==> config.mk <==
export PLATFORM = sky130hd
export DESIGN_NAME = mem_port_arbiter_flat
export DESIGN_NICKNAME = d
export VERILOG_FILES = /design/src/rtl/mem_port_arbiter_if.sv /design/src/rtl/mem_port_arbiter.sv /design/src/flat_wrapper.sv
export SDC_FILE = /design/constraint.sdc
export NUM_CORES = 1
export LEC_CHECK = 0
export ABC_AREA = 0
export ABC_CLOCK_PERIOD_IN_PS = 2200
export CAP_MARGIN = 10
export CORE_ASPECT_RATIO = 1.1
export CORE_MARGIN = 5
export CORE_UTILIZATION = 25
export DETAILED_ROUTE_END_ITERATION = 10
export PLACE_DENSITY = 0.67
export SYNTH_ARGS = -nofsm -noshare
export SYNTH_HDL_FRONTEND = slang
export SYNTH_SLANG_ARGS = --single-unit
==> constraint.sdc <==
create_clock -name clk -period 2.2 [get_ports clk]
set_clock_uncertainty 0.2 [all_clocks]
set_input_delay 0.22 -clock clk [delete_from_list [all_inputs] [get_ports clk]]
set_output_delay 0.22 -clock clk [all_outputs]
set_load 0.005 [all_outputs]
==> src/rtl/mem_port_arbiter_if.sv <==
// Purpose : groups the fetch, MEM-stage and RAM-macro signals of mem_port_arbiter.
// Latency : none; wires only.
// Backpressure: requesters hold *_req until the matching one-cycle *_ack pulse.
//
// Ports (seen from the arbiter, modport slave):
//   if_req/if_addr -> in, if_rdata/if_ack -> out                         fetch side
//   mem_req/mem_we/mem_funct3/mem_addr/mem_wdata -> in,
//   mem_rdata/mem_ack/mem_misalign -> out                                MEM side
//   stall -> out                                                         pipeline stop
//   ram_en/ram_we/ram_addr/ram_wdata -> out, ram_rdata -> in             RAM macro
interface mem_port_arbiter_if;
  logic        if_req;
  logic [31:0] if_addr;
  logic [31:0] if_rdata;
  logic        if_ack;

  logic        mem_req;
  logic        mem_we;
  logic [2:0]  mem_funct3;
  logic [31:0] mem_addr;
  logic [31:0] mem_wdata;
  logic [31:0] mem_rdata;
  logic        mem_ack;
  logic        mem_misalign;

  logic        stall;

  logic        ram_en;
  logic        ram_we;
  logic [31:0] ram_addr;
  logic [31:0] ram_wdata;
  logic [31:0] ram_rdata;

  // Pipeline stages plus RAM macro.
  modport master (
    output if_req, if_addr, mem_req, mem_we, mem_funct3, mem_addr, mem_wdata, ram_rdata,
    input  if_rdata, if_ack, mem_rdata, mem_ack, mem_misalign, stall,
    input  ram_en, ram_we, ram_addr, ram_wdata
  );

  // The arbiter itself.
  modport slave (
    input  if_req, if_addr, mem_req, mem_we, mem_funct3, mem_addr, mem_wdata, ram_rdata,
    output if_rdata, if_ack, mem_rdata, mem_ack, mem_misalign, stall,
    output ram_en, ram_we, ram_addr, ram_wdata
  );
endinterface

==> src/rtl/mem_port_arbiter.sv <==
// Purpose : shares one single-port RAM between instruction fetch and the MEM stage (sb/sh as RMW).
// Latency : ack 1 cycle after acceptance for reads, sw and misaligned; 2 cycles for sb/sh.
// Backpressure: requests are held until ack; stall is high while either request is unacknowledged.
//
// Ports:
//   clk   - single clock, rising edge
//   rst_n - asynchronous active-low reset; forces every output to 0 while low
//   bus   - mem_port_arbiter_if.slave (fetch, MEM-stage and RAM-macro signals)
module mem_port_arbiter (
  input  logic                clk,
  input  logic                rst_n,
  mem_port_arbiter_if.slave   bus
);

  typedef enum logic [2:0] {IDLE, IF_RD, MEM_RD, RMW, ST_ACK} state_t;
  typedef enum logic {GRANT_IF, GRANT_MEM} grant_t;

  state_t      state_q, state_d;
  grant_t      last_grant_q, last_grant_d;
  logic [31:0] addr_q, addr_d;
  logic        rmw_byte_q, rmw_byte_d;   // 1: sb lane merge, 0: sh lane merge
  logic [15:0] wdata_q, wdata_d;         // only the sub-word store data is needed after IDLE
  logic        mis_q, mis_d;

  logic        mem_is_byte, mem_is_half, mem_is_word, mem_misal;
  logic        grant_mem, grant_if;
  logic [31:0] rmw_word;

  logic        if_ack_c, mem_ack_c, mis_c, ram_en_c, ram_we_c;
  logic [31:0] if_rdata_c, mem_rdata_c, ram_addr_c, ram_wdata_c;

  // Access width from funct3; the unused codes 011/110/111 behave as word.
  assign mem_is_byte = (bus.mem_funct3 == 3'b000) || (bus.mem_funct3 == 3'b100);
  assign mem_is_half = (bus.mem_funct3 == 3'b001) || (bus.mem_funct3 == 3'b101);
  assign mem_is_word = ~mem_is_byte & ~mem_is_half;
  assign mem_misal   = (mem_is_half & bus.mem_addr[0]) |
                       (mem_is_word & (bus.mem_addr[1:0] != 2'b00));

  // Under contention the side that did not win last time goes first.
  assign grant_mem = bus.mem_req & (~bus.if_req | (last_grant_q == GRANT_IF));
  assign grant_if  = bus.if_req & ~grant_mem;

  // Store data merged into the word read back during the RMW read phase.
  always_comb begin
    rmw_word = bus.ram_rdata;
    if (rmw_byte_q) begin
      case (addr_q[1:0])
        2'd0: rmw_word[7:0]   = wdata_q[7:0];
        2'd1: rmw_word[15:8]  = wdata_q[7:0];
        2'd2: rmw_word[23:16] = wdata_q[7:0];
        2'd3: rmw_word[31:24] = wdata_q[7:0];
      endcase
    end else if (addr_q[1]) begin
      rmw_word[31:16] = wdata_q;
    end else begin
      rmw_word[15:0] = wdata_q;
    end
  end

  always_ff @(posedge clk or negedge rst_n) begin
    if (!rst_n) begin
      state_q      <= IDLE;
      last_grant_q <= GRANT_IF;
      addr_q       <= '0;
      rmw_byte_q   <= 1'b0;
      wdata_q      <= '0;
      mis_q        <= 1'b0;
    end else begin
      state_q      <= state_d;
      last_grant_q <= last_grant_d;
      addr_q       <= addr_d;
      rmw_byte_q   <= rmw_byte_d;
      wdata_q      <= wdata_d;
      mis_q        <= mis_d;
    end
  end

  always_comb begin
    state_d      = state_q;
    last_grant_d = last_grant_q;
    addr_d       = addr_q;
    rmw_byte_d   = rmw_byte_q;
    wdata_d      = wdata_q;
    mis_d        = mis_q;
    if_ack_c     = 1'b0;
    if_rdata_c   = '0;
    mem_ack_c    = 1'b0;
    mem_rdata_c  = '0;
    mis_c        = 1'b0;
    ram_en_c     = 1'b0;
    ram_we_c     = 1'b0;
    ram_addr_c   = '0;
    ram_wdata_c  = '0;

    case (state_q)
      IDLE: begin
        if (grant_mem) begin
          last_grant_d = GRANT_MEM;
          addr_d       = bus.mem_addr;
          rmw_byte_d   = mem_is_byte;
          wdata_d      = bus.mem_wdata[15:0];
          if (mem_misal) begin
            // Rejected without touching the RAM; acked with the misalign flag.
            mis_d   = 1'b1;
            state_d = ST_ACK;
          end else begin
            ram_en_c   = 1'b1;
            ram_addr_c = {bus.mem_addr[31:2], 2'b00};
            if (!bus.mem_we) begin
              state_d = MEM_RD;
            end else if (mem_is_word) begin
              ram_we_c    = 1'b1;
              ram_wdata_c = bus.mem_wdata;
              state_d     = ST_ACK;
            end else begin
              // sb/sh: this strobe is the read half of the RMW pair.
              state_d = RMW;
            end
          end
        end else if (grant_if) begin
          last_grant_d = GRANT_IF;
          addr_d       = bus.if_addr;
          ram_en_c     = 1'b1;
          ram_addr_c   = {bus.if_addr[31:2], 2'b00};
          state_d      = IF_RD;
        end
      end
      IF_RD: begin
        if_ack_c   = 1'b1;
        if_rdata_c = bus.ram_rdata;
        state_d    = IDLE;
      end
      MEM_RD: begin
        // Addressed byte lands at bit 0; MEM stage does the sign/zero extension.
        mem_ack_c   = 1'b1;
        mem_rdata_c = bus.ram_rdata >> {addr_q[1:0], 3'b000};
        state_d     = IDLE;
      end
      RMW: begin
        ram_en_c    = 1'b1;
        ram_we_c    = 1'b1;
        ram_addr_c  = {addr_q[31:2], 2'b00};
        ram_wdata_c = rmw_word;
        state_d     = ST_ACK;
      end
      ST_ACK: begin
        mem_ack_c = 1'b1;
        mis_c     = mis_q;
        mis_d     = 1'b0;
        state_d   = IDLE;
      end
      default: state_d = IDLE;
    endcase
  end

  // Outputs are held at 0 while reset is asserted, including the IDLE-cycle
  // combinational RAM strobe that would otherwise follow the request inputs.
  assign bus.if_ack       = rst_n & if_ack_c;
  assign bus.if_rdata     = rst_n ? if_rdata_c  : '0;
  assign bus.mem_ack      = rst_n & mem_ack_c;
  assign bus.mem_rdata    = rst_n ? mem_rdata_c : '0;
  assign bus.mem_misalign = rst_n & mis_c;
  assign bus.ram_en       = rst_n & ram_en_c;
  assign bus.ram_we       = rst_n & ram_we_c;
  assign bus.ram_addr     = rst_n ? ram_addr_c  : '0;
  assign bus.ram_wdata    = rst_n ? ram_wdata_c : '0;
  assign bus.stall        = rst_n & ((bus.if_req & ~if_ack_c) | (bus.mem_req & ~mem_ack_c));

endmodule
==> src/flat_wrapper.sv <==
// flat-port wrapper written by rule: the top's interface ports become plain ports
module mem_port_arbiter_flat 
  (clk, rst_n, bus_if_req, bus_if_addr, bus_mem_req, bus_mem_we, bus_mem_funct3, bus_mem_addr, bus_mem_wdata, bus_ram_rdata, bus_if_rdata, bus_if_ack, bus_mem_rdata, bus_mem_ack, bus_mem_misalign, bus_stall, bus_ram_en, bus_ram_we, bus_ram_addr, bus_ram_wdata);
  mem_port_arbiter_if bus_i ();
  input  logic clk;
  input  logic rst_n;
  input wire logic [$bits(bus_i.if_req)-1:0] bus_if_req;
  input wire logic [$bits(bus_i.if_addr)-1:0] bus_if_addr;
  input wire logic [$bits(bus_i.mem_req)-1:0] bus_mem_req;
  input wire logic [$bits(bus_i.mem_we)-1:0] bus_mem_we;
  input wire logic [$bits(bus_i.mem_funct3)-1:0] bus_mem_funct3;
  input wire logic [$bits(bus_i.mem_addr)-1:0] bus_mem_addr;
  input wire logic [$bits(bus_i.mem_wdata)-1:0] bus_mem_wdata;
  input wire logic [$bits(bus_i.ram_rdata)-1:0] bus_ram_rdata;
  output wire logic [$bits(bus_i.if_rdata)-1:0] bus_if_rdata;
  output wire logic [$bits(bus_i.if_ack)-1:0] bus_if_ack;
  output wire logic [$bits(bus_i.mem_rdata)-1:0] bus_mem_rdata;
  output wire logic [$bits(bus_i.mem_ack)-1:0] bus_mem_ack;
  output wire logic [$bits(bus_i.mem_misalign)-1:0] bus_mem_misalign;
  output wire logic [$bits(bus_i.stall)-1:0] bus_stall;
  output wire logic [$bits(bus_i.ram_en)-1:0] bus_ram_en;
  output wire logic [$bits(bus_i.ram_we)-1:0] bus_ram_we;
  output wire logic [$bits(bus_i.ram_addr)-1:0] bus_ram_addr;
  output wire logic [$bits(bus_i.ram_wdata)-1:0] bus_ram_wdata;
  assign bus_i.if_req = bus_if_req;
  assign bus_i.if_addr = bus_if_addr;
  assign bus_i.mem_req = bus_mem_req;
  assign bus_i.mem_we = bus_mem_we;
  assign bus_i.mem_funct3 = bus_mem_funct3;
  assign bus_i.mem_addr = bus_mem_addr;
  assign bus_i.mem_wdata = bus_mem_wdata;
  assign bus_i.ram_rdata = bus_ram_rdata;
  assign bus_if_rdata = bus_i.if_rdata;
  assign bus_if_ack = bus_i.if_ack;
  assign bus_mem_rdata = bus_i.mem_rdata;
  assign bus_mem_ack = bus_i.mem_ack;
  assign bus_mem_misalign = bus_i.mem_misalign;
  assign bus_stall = bus_i.stall;
  assign bus_ram_en = bus_i.ram_en;
  assign bus_ram_we = bus_i.ram_we;
  assign bus_ram_addr = bus_i.ram_addr;
  assign bus_ram_wdata = bus_i.ram_wdata;
  mem_port_arbiter u_core (.clk(clk), .rst_n(rst_n), .bus(bus_i));
endmodule
==> impl_metrics.py, run 1 <==
metrics = {
    "routing": {
        "via_per_inst": 5.25,
        "wirelength_mm": 27.7,
        "ant_nets": 0,
        "drc_errors": 0,
        "avgRoutedWirePerCell_um": 21.5,
        "first_pass_iters": 5,
        "vias": 6767,
        "drt_first_iter_violations": 370,
    },
    "floorplan": {
        "core_area_sq_um": 19000,
        "start_util_pct": 25.3,
        "pin_count": 270,
        "die-area_sq_um": 22100,
        "die_x_um": 142,
        "die_h_um": 155,
        "num_rows": 53,
    },
    "synthesis": {
        "synth-edff-count": 0,
        "ys_ff_latch": 54,
        "yosysWarnings": 0,
        "synth-async-reset-ratio_pct": 100,
        "seq_area_frac_synth_pct": 28.2,
        "syn_inst": 631,
        "synth_cell_type_count": 51,
        "syn_area_sq_um": 4800,
        "syn_area_per_cell_sq_um": 7.60,
        "ys.flop_type": "dfrtp_1",
    },
    "clock_tree": {
        "clock_latency_ns": 0.29,
        "path_clk_slew_ns": 0.07,
        "cts_buffers": 5,
        "cts_tree": "built",
        "cts-htree-levels": 2,
        "cts_num_sinks": 54,
        "clk_path_buf_depth": 2,
        "clock-root-buffer": "clkbuf_16",
    },
    "grt": {
        "grt_max_degree": 34,
        "track_usage_pct": 21.9,
        "grt_overflow": 0,
        "antenna_found_initial": 1,
        "grt_pass1_vias": 6618,
        "grt_pass1_wl_mm": 38.3,
    },
    "placed_design": {
        "hpwlAfterDp_mm": 18.0,
        "place_area_sq_um": 8490,
        "dp_slack_ns": -0.455,
        "place.gp.congestion": 0.949,
        "dpl.cell_count": 1192,
        "numPortBuffers": 266,
    },
    "sta": {
        "holdWs_ns": 0.265,
        "timing.final.crit_share_pct": 110,
        "fin_ws_ns": -0.223,
        "finalMaxSlewViolations": 0,
        "hold_violations": 0,
        "rsz0062_at_grt": "yes",
        "setup_violations": 94,
        "fmax_mhz": 413,
        "period_minus_slack_ns": 2.42,
    },
    "finish": {
        "nets": 1177,
        "area_growth_syn_to_layout_pct": 120,
        "fin_area_sq_um": 10600,
        "final-instance-count-excl-fill": 1289,
        "antenna_cells": 0,
        "drive_gt1_share_pct": 50.1,
        "utilization_pct": 55.8,
        "nFillCells": 1605,
    },
    "setup_path": {
        "path_delay_family": "buffers and inverters",
        "start_kind": "register",
        "crit_chain": "nor4b_4 -> buf_4 -> o211ai_1 -> buf_4 -> buf_12 -> o221ai_2 -> buf_2",
        "cp_max_fo": 8,
        "cp_slowest_stage_delay_ns": 0.44,
        "endpoint_kind": "primary output",
        "cpMostUsedCell": "buf_4",
        "cp.required_ns": 1.78,
        "crit_type": "reg2out",
        "cp_slowest_cell": "dfrtp_1",
        "critPathBufInv": 4,
        "regToRegSetupSlack_ns": 0.14,
        "worst_ep_arrival_time_ns": 2.00,
    },
    "run_status": {
        "outcome": "finished with violations",
        "violations": "negative setup slack",
    },
    "hold_path": {
        "holdCritPathClass": "in2async",
    },
    "job": {
        "cap_violations": 0,
    },
    "pwr": {
        "power_density_nw_per_um2": 806,
        "leakagePower_uw": 0.00473,
        "max-vdd-ir-drop_mv": 0.457,
    },
}
[cell usage in the layout, fill, tap and decap left out, types with 4 or more instances in the layout]
cell             Yosys  final
o2bb2ai_4            0      5
a211oi_2             0      7
nor2b_1             10      8
and2_4               0     29
o221ai_2             0     30
buf_6                5     69
dfrtp_1             54     51
a2bb2oi_2            0      6
mux2i_4              0      6
mux2i_2              0      5
or2_2                8      8
a31oi_1             32     32
buf_4                4    116
clkdlybuf4s50_1      0    133
mux2i_1             32     21
o2bb2ai_2            0     11
nor2_4               0      6
a21oi_1             67     63
o32ai_4              0     11
o32ai_2              0      5
o21ai_0             18     18
nand2_2              0      5
nand2_1             98     91
nor2_2               0      9
a211oi_1            16      8
buf_2               18     81
mux2_2               8      8
clkbuf_16            0     12
buf_12               0     29
inv_1               47     47
and2_1              41     12
clkbuf_2             1     19
a21oi_2              1      4
nand3b_1             9      9
nor2_1              19      4
[per-stage QoR]
step	setup TNS [ns]	total power, uW
finish	-10.0	8520
global route	-17.97	8970
floorplan	0	3940
global placement	-28.45	5840
detailed placement	-29.15	5890
CTS	-8.35	7650
[area by class of cell]
cell class              instances  area, sq um  area share (%)
clock buffers                   6          139            1.31
clock inverters                 2         12.5           0.118
inverters                      48          183            1.73
multi-input cells             464         4090            38.6
flip-flops and latches         54         1360            12.8
well taps                     247          309            2.92
repair buffers                468         4490            42.5
[path summary, 6_finish.rpt]
kind | start | to | depth (start not counted)
max in group asynchronous | rst_n | u_core.addr_q[1] | 4
setup reg to reg | u_core.state_q[1] | u_core.wdata_q[6] | 9
hold reg to reg | u_core.wdata_q[13] | u_core.wdata_q[13] | 2
min in group clk | u_core.wdata_q[13] | u_core.wdata_q[13] | 2
hold / removal | rst_n | u_core.state_q[2] | 3
setup / recovery | u_core.state_q[1] | bus_ram_addr[24] | 7
[metal layers]
metal  vias to the layer above  part of all wire (%)  track usage, %
li1                       3087                     -               -
met4                         2                   5.2            9.10
met2                       375                    50            38.7
met5                         -                 0.072               0
met3                        83                   8.7            4.55
met1                      3220                    36            25.5
[sequential cells by signal, indices dropped and copies added, names as in the netlist]
signal / count
u_core.addr_q: 32
u_core.state_q: 3
u_core.mis_q: 1
u_core.last_grant_q: 1
u_core.wdata_q: 16
u_core.rmw_byte_q: 1
[power breakdown]
part           switching (uW)  total, uW  internal, uW
Combinational            2740       5770          3030
Sequential                426       1900          1480
Clock                     390        843           453
[cell families after synthesis]
kind of cell / Yosys count / synth area share (%)
xor+xnor: 1 / 0.183
flops: 54 / 28.2
simple gates: 205 / 22.0
buf+inv: 114 / 10.5
mux: 40 / 8.56
other cells: 1 / 0.0782
compound gates: 216 / 30.5
[cell usage after synthesis, types with 9 or more instances]
cell / n / area [sq um]
a2bb2oi_1: 10 / 87.6
dfrtp_1: 54 / 1350
nand2_1: 98 / 368
a21oi_1: 67 / 335
buf_2: 18 / 90.1
and2_1: 41 / 257
nor2b_1: 10 / 62.6
mux2i_1: 32 / 320
inv_1: 47 / 176
o221ai_1: 30 / 263
nor2_1: 19 / 71.3
a211oi_1: 16 / 120
a31oi_1: 32 / 200
nand3b_1: 9 / 67.6
clkbuf_1: 35 / 131
o21ai_0: 18 / 90.1
o2bb2ai_1: 16 / 140
o32ai_1: 16 / 140
[tightest hold or removal path: cells and delay by family]
family	cells	cell delay, ns
buf+inv	3	0.88
[repair_timing]
item                                    in CTS  in global routing
pin swaps                                   36                 37
endpoints found under the hold margin       54                  0
gates resized for setup                    534                272
endpoints found under the setup margin     162                123
buffers inserted                            46                 30
hold buffers                                 3                  0
cloned                                       8                  9
No activity file was read; power rests on OpenSTA's default activity.
==> inputs of run 2 (changes only) <==
--- a/config.mk
+++ b/config.mk
@@ -10,5 +10,5 @@
 export CAP_MARGIN = 10
 export CORE_ASPECT_RATIO = 1.1
-export CORE_MARGIN = 5
+export CORE_MARGIN = 3
 export CORE_UTILIZATION = 25
 export DETAILED_ROUTE_END_ITERATION = 10
==> constraint.sdc (replaced) <==
create_clock -name clk -period 2.2 [get_ports clk]
set_clock_uncertainty 0.2 [all_clocks]
set_input_delay 0.44 -clock clk [delete_from_list [all_inputs] [get_ports clk]]
set_output_delay 0.44 -clock clk [all_outputs]
set_load 0.005 [all_outputs]
==> impl_metrics.py, run 2 (synthesis results as in run 1) <==
metrics = {
    "placed_design": {
        "numPortBuffers": 266,
        "dpl.cell_count": 1230,
        "dp_slack_ns": -1.00,
        "hpwlAfterDp_mm": 18.0,
        "place.gp.congestion": 0.957,
    },
    "setup_path": {
        "crit_type": "reg2out",
        "start_kind": "register",
        "cp.required_ns": 1.56,
        "r2r_cells": 9,
        "cp_slowest_cell": "dfrtp_2",
        "cp_max_fo": 7,
        "path_delay_family": "buffers and inverters",
        "cp_slowest_stage_delay_ns": 0.44,
        "crit_chain": "nor4b_4 -> buf_4 -> nand2_4 -> bufbuf_16 -> o221ai_4 -> buf_2",
        "worst_ep_arrival_time_ns": 1.97,
        "endpoint_kind": "primary output",
        "critical_path_depth": 6,
        "critPathBufInv": 3,
    },
    "sta": {
        "hold_violations": 0,
        "timing.final.crit_share_pct": 119,
        "fin_ws_ns": -0.407,
        "fmax_mhz": 384,
        "setup_violations": 131,
        "rsz0062_at_grt": "yes",
        "period_minus_slack_ns": 2.61,
        "finalMaxSlewViolations": 0,
        "holdWs_ns": 0.0489,
    },
    "run_status": {
        "outcome": "finished with violations",
        "violations": "negative setup slack",
    },
    "floorplan": {
        "die_h_um": 151,
        "die-area_sq_um": 20900,
        "start_util_pct": 25.8,
        "core_area_sq_um": 18600,
        "num_rows": 52,
        "pin_count": 270,
        "die_x_um": 138,
    },
    "finish": {
        "nets": 1200,
        "largest_reg_flops": 32,
        "final_common_cell": "buf_4",
        "antenna_cells": 0,
        "nFillCells": 1594,
        "top_register": "u_core.addr_q",
        "utilization_pct": 56.5,
        "top_regs": "u_core.addr_q x32, u_core.wdata_q x16, u_core.state_q x3",
        "final-instance-count-excl-fill": 1308,
        "area_growth_syn_to_layout_pct": 119,
        "drive_gt1_share_pct": 50.0,
        "layout_common_cells": "137 x buf_4, 127 x clkdlybuf4s50_1, 96 x nand2_1",
    },
    "routing": {
        "wirelength_mm": 27.3,
        "first_pass_iters": 5,
        "avgRoutedWirePerCell_um": 20.9,
        "drt_first_iter_violations": 396,
        "ant_nets": 0,
        "vias": 6805,
        "via_per_inst": 5.20,
        "drc_errors": 0,
    },
    "grt": {
        "grt_pass1_wl_mm": 37.9,
        "grt_max_degree": 34,
        "track_usage_pct": 22.9,
        "grt_pass1_vias": 6666,
        "grt_overflow": 0,
        "antenna_found_initial": 0,
    },
    "clock_tree": {
        "cts-htree-levels": 2,
        "cts_tree": "built",
        "cts_num_sinks": 54,
        "cts_buffers": 5,
        "clk_path_buf_depth": 2,
        "clock-root-buffer": "clkbuf_16",
        "path_clk_slew_ns": 0.08,
        "clock_latency_ns": 0.30,
    },
    "pwr": {
        "power_uw": 8440,
        "p_int_uw": 4990,
        "pwr-share-comb_pct": 68.7,
        "leakagePower_uw": 0.00486,
        "seqPwrFrac_pct": 21.5,
        "switchingPower_uw": 3440,
        "sw_frac_of_total_pct": 40.8,
        "power_density_nw_per_um2": 802,
        "max-vdd-ir-drop_mv": 0.382,
        "clock_power_share_pct": 9.9,
    },
    "job": {
        "cap_violations": 0,
    },
    "hold_path": {
        "holdCritPathClass": "in2async",
    },
}
run 2: worst paths after layout:
| path | start | slack [ns] | end |
|---|---|---|---|
| worst max-delay path | u_core.state_q[1] | -0.41 | bus_ram_addr[16] |
| max in group asynchronous | rst_n | 1.13 | u_core.addr_q[28] |
| worst min-delay path | rst_n | 0.05 | u_core.last_grant_q |
| worst min register to register | u_core.wdata_q[12] | 0.31 | u_core.wdata_q[12] |
| min in group clk | u_core.wdata_q[12] | 0.31 | u_core.wdata_q[12] |
| worst max register to register | u_core.state_q[0] | 0.06 | u_core.addr_q[11] |
run 2: power groups by stage:
| stage | logic (uW) | clock network [uW] | registers, uW |
|---|---|---|---|
| floorplan | 2260 | 0 | 1680 |
| global placement | 4160 | 0 | 1790 |
| detailed placement | 4190 | 0 | 1810 |
| CTS | 4780 | 846 | 1800 |
| global route | 6140 | 878 | 1870 |
| finish | 5790 | 834 | 1810 |
run 2: metal layers:
layer / global-route usage, % / wire length, um / vias to the layer above
li1: - / - / 3141
met1: 26.0 / 10300 / 3239
met2: 41.7 / 13900 / 354
met3: 4.14 / 1730 / 71
met4: 10.9 / 1330 / 0
met5: 0 / 0 / -
run 2: worst reg2reg max path, stage by stage (launching register included):
cell and delay [ns]:
dfrtp_2 0.45, buf_6 0.14, buf_12 0.13, nor3_4 0.21, buf_4 0.17, buf_4 0.14, buf_12 0.13, and2_4 0.19
clkbuf_16 0.18, a31oi_1 0.10
run 2: per-stage QoR:
| stage | TNS, ns | instance area [sq um] |
|---|---|---|
| after CTS | -38.23 | 9620 |
| final | -33.53 | 10500 |
| after global routing | -39.64 | 10500 |
| after detailed placement | -95.23 | 8790 |
| after floorplan | 0 | 4800 |
| after global placement | -89.83 | 8790 |
run 2: area by class of cell:
type | instances | area, sq um | area share [%]
Timing Repair Buffer | 491 | 4640 | 44.1
Inverter | 48 | 183 | 1.74
Clock inverter | 1 | 5.00 | 0.0476
Tap cell | 243 | 304 | 2.89
Sequential cell | 54 | 1360 | 12.9
Multi-Input combinational cell | 464 | 3880 | 36.9
Clock buffer | 7 | 143 | 1.36
run 2: timing repair:
| action | CTS | global route |
|---|---|---|
| hold buffers | 1 | 0 |
| buffers inserted | 31 | 38 |
| endpoints found under the setup margin | 165 | 165 |
| pin swaps | 42 | 41 |
| resized for setup | 557 | 275 |
| gates cloned | 9 | 4 |
| endpoints found under the hold margin | 1 | 0 |
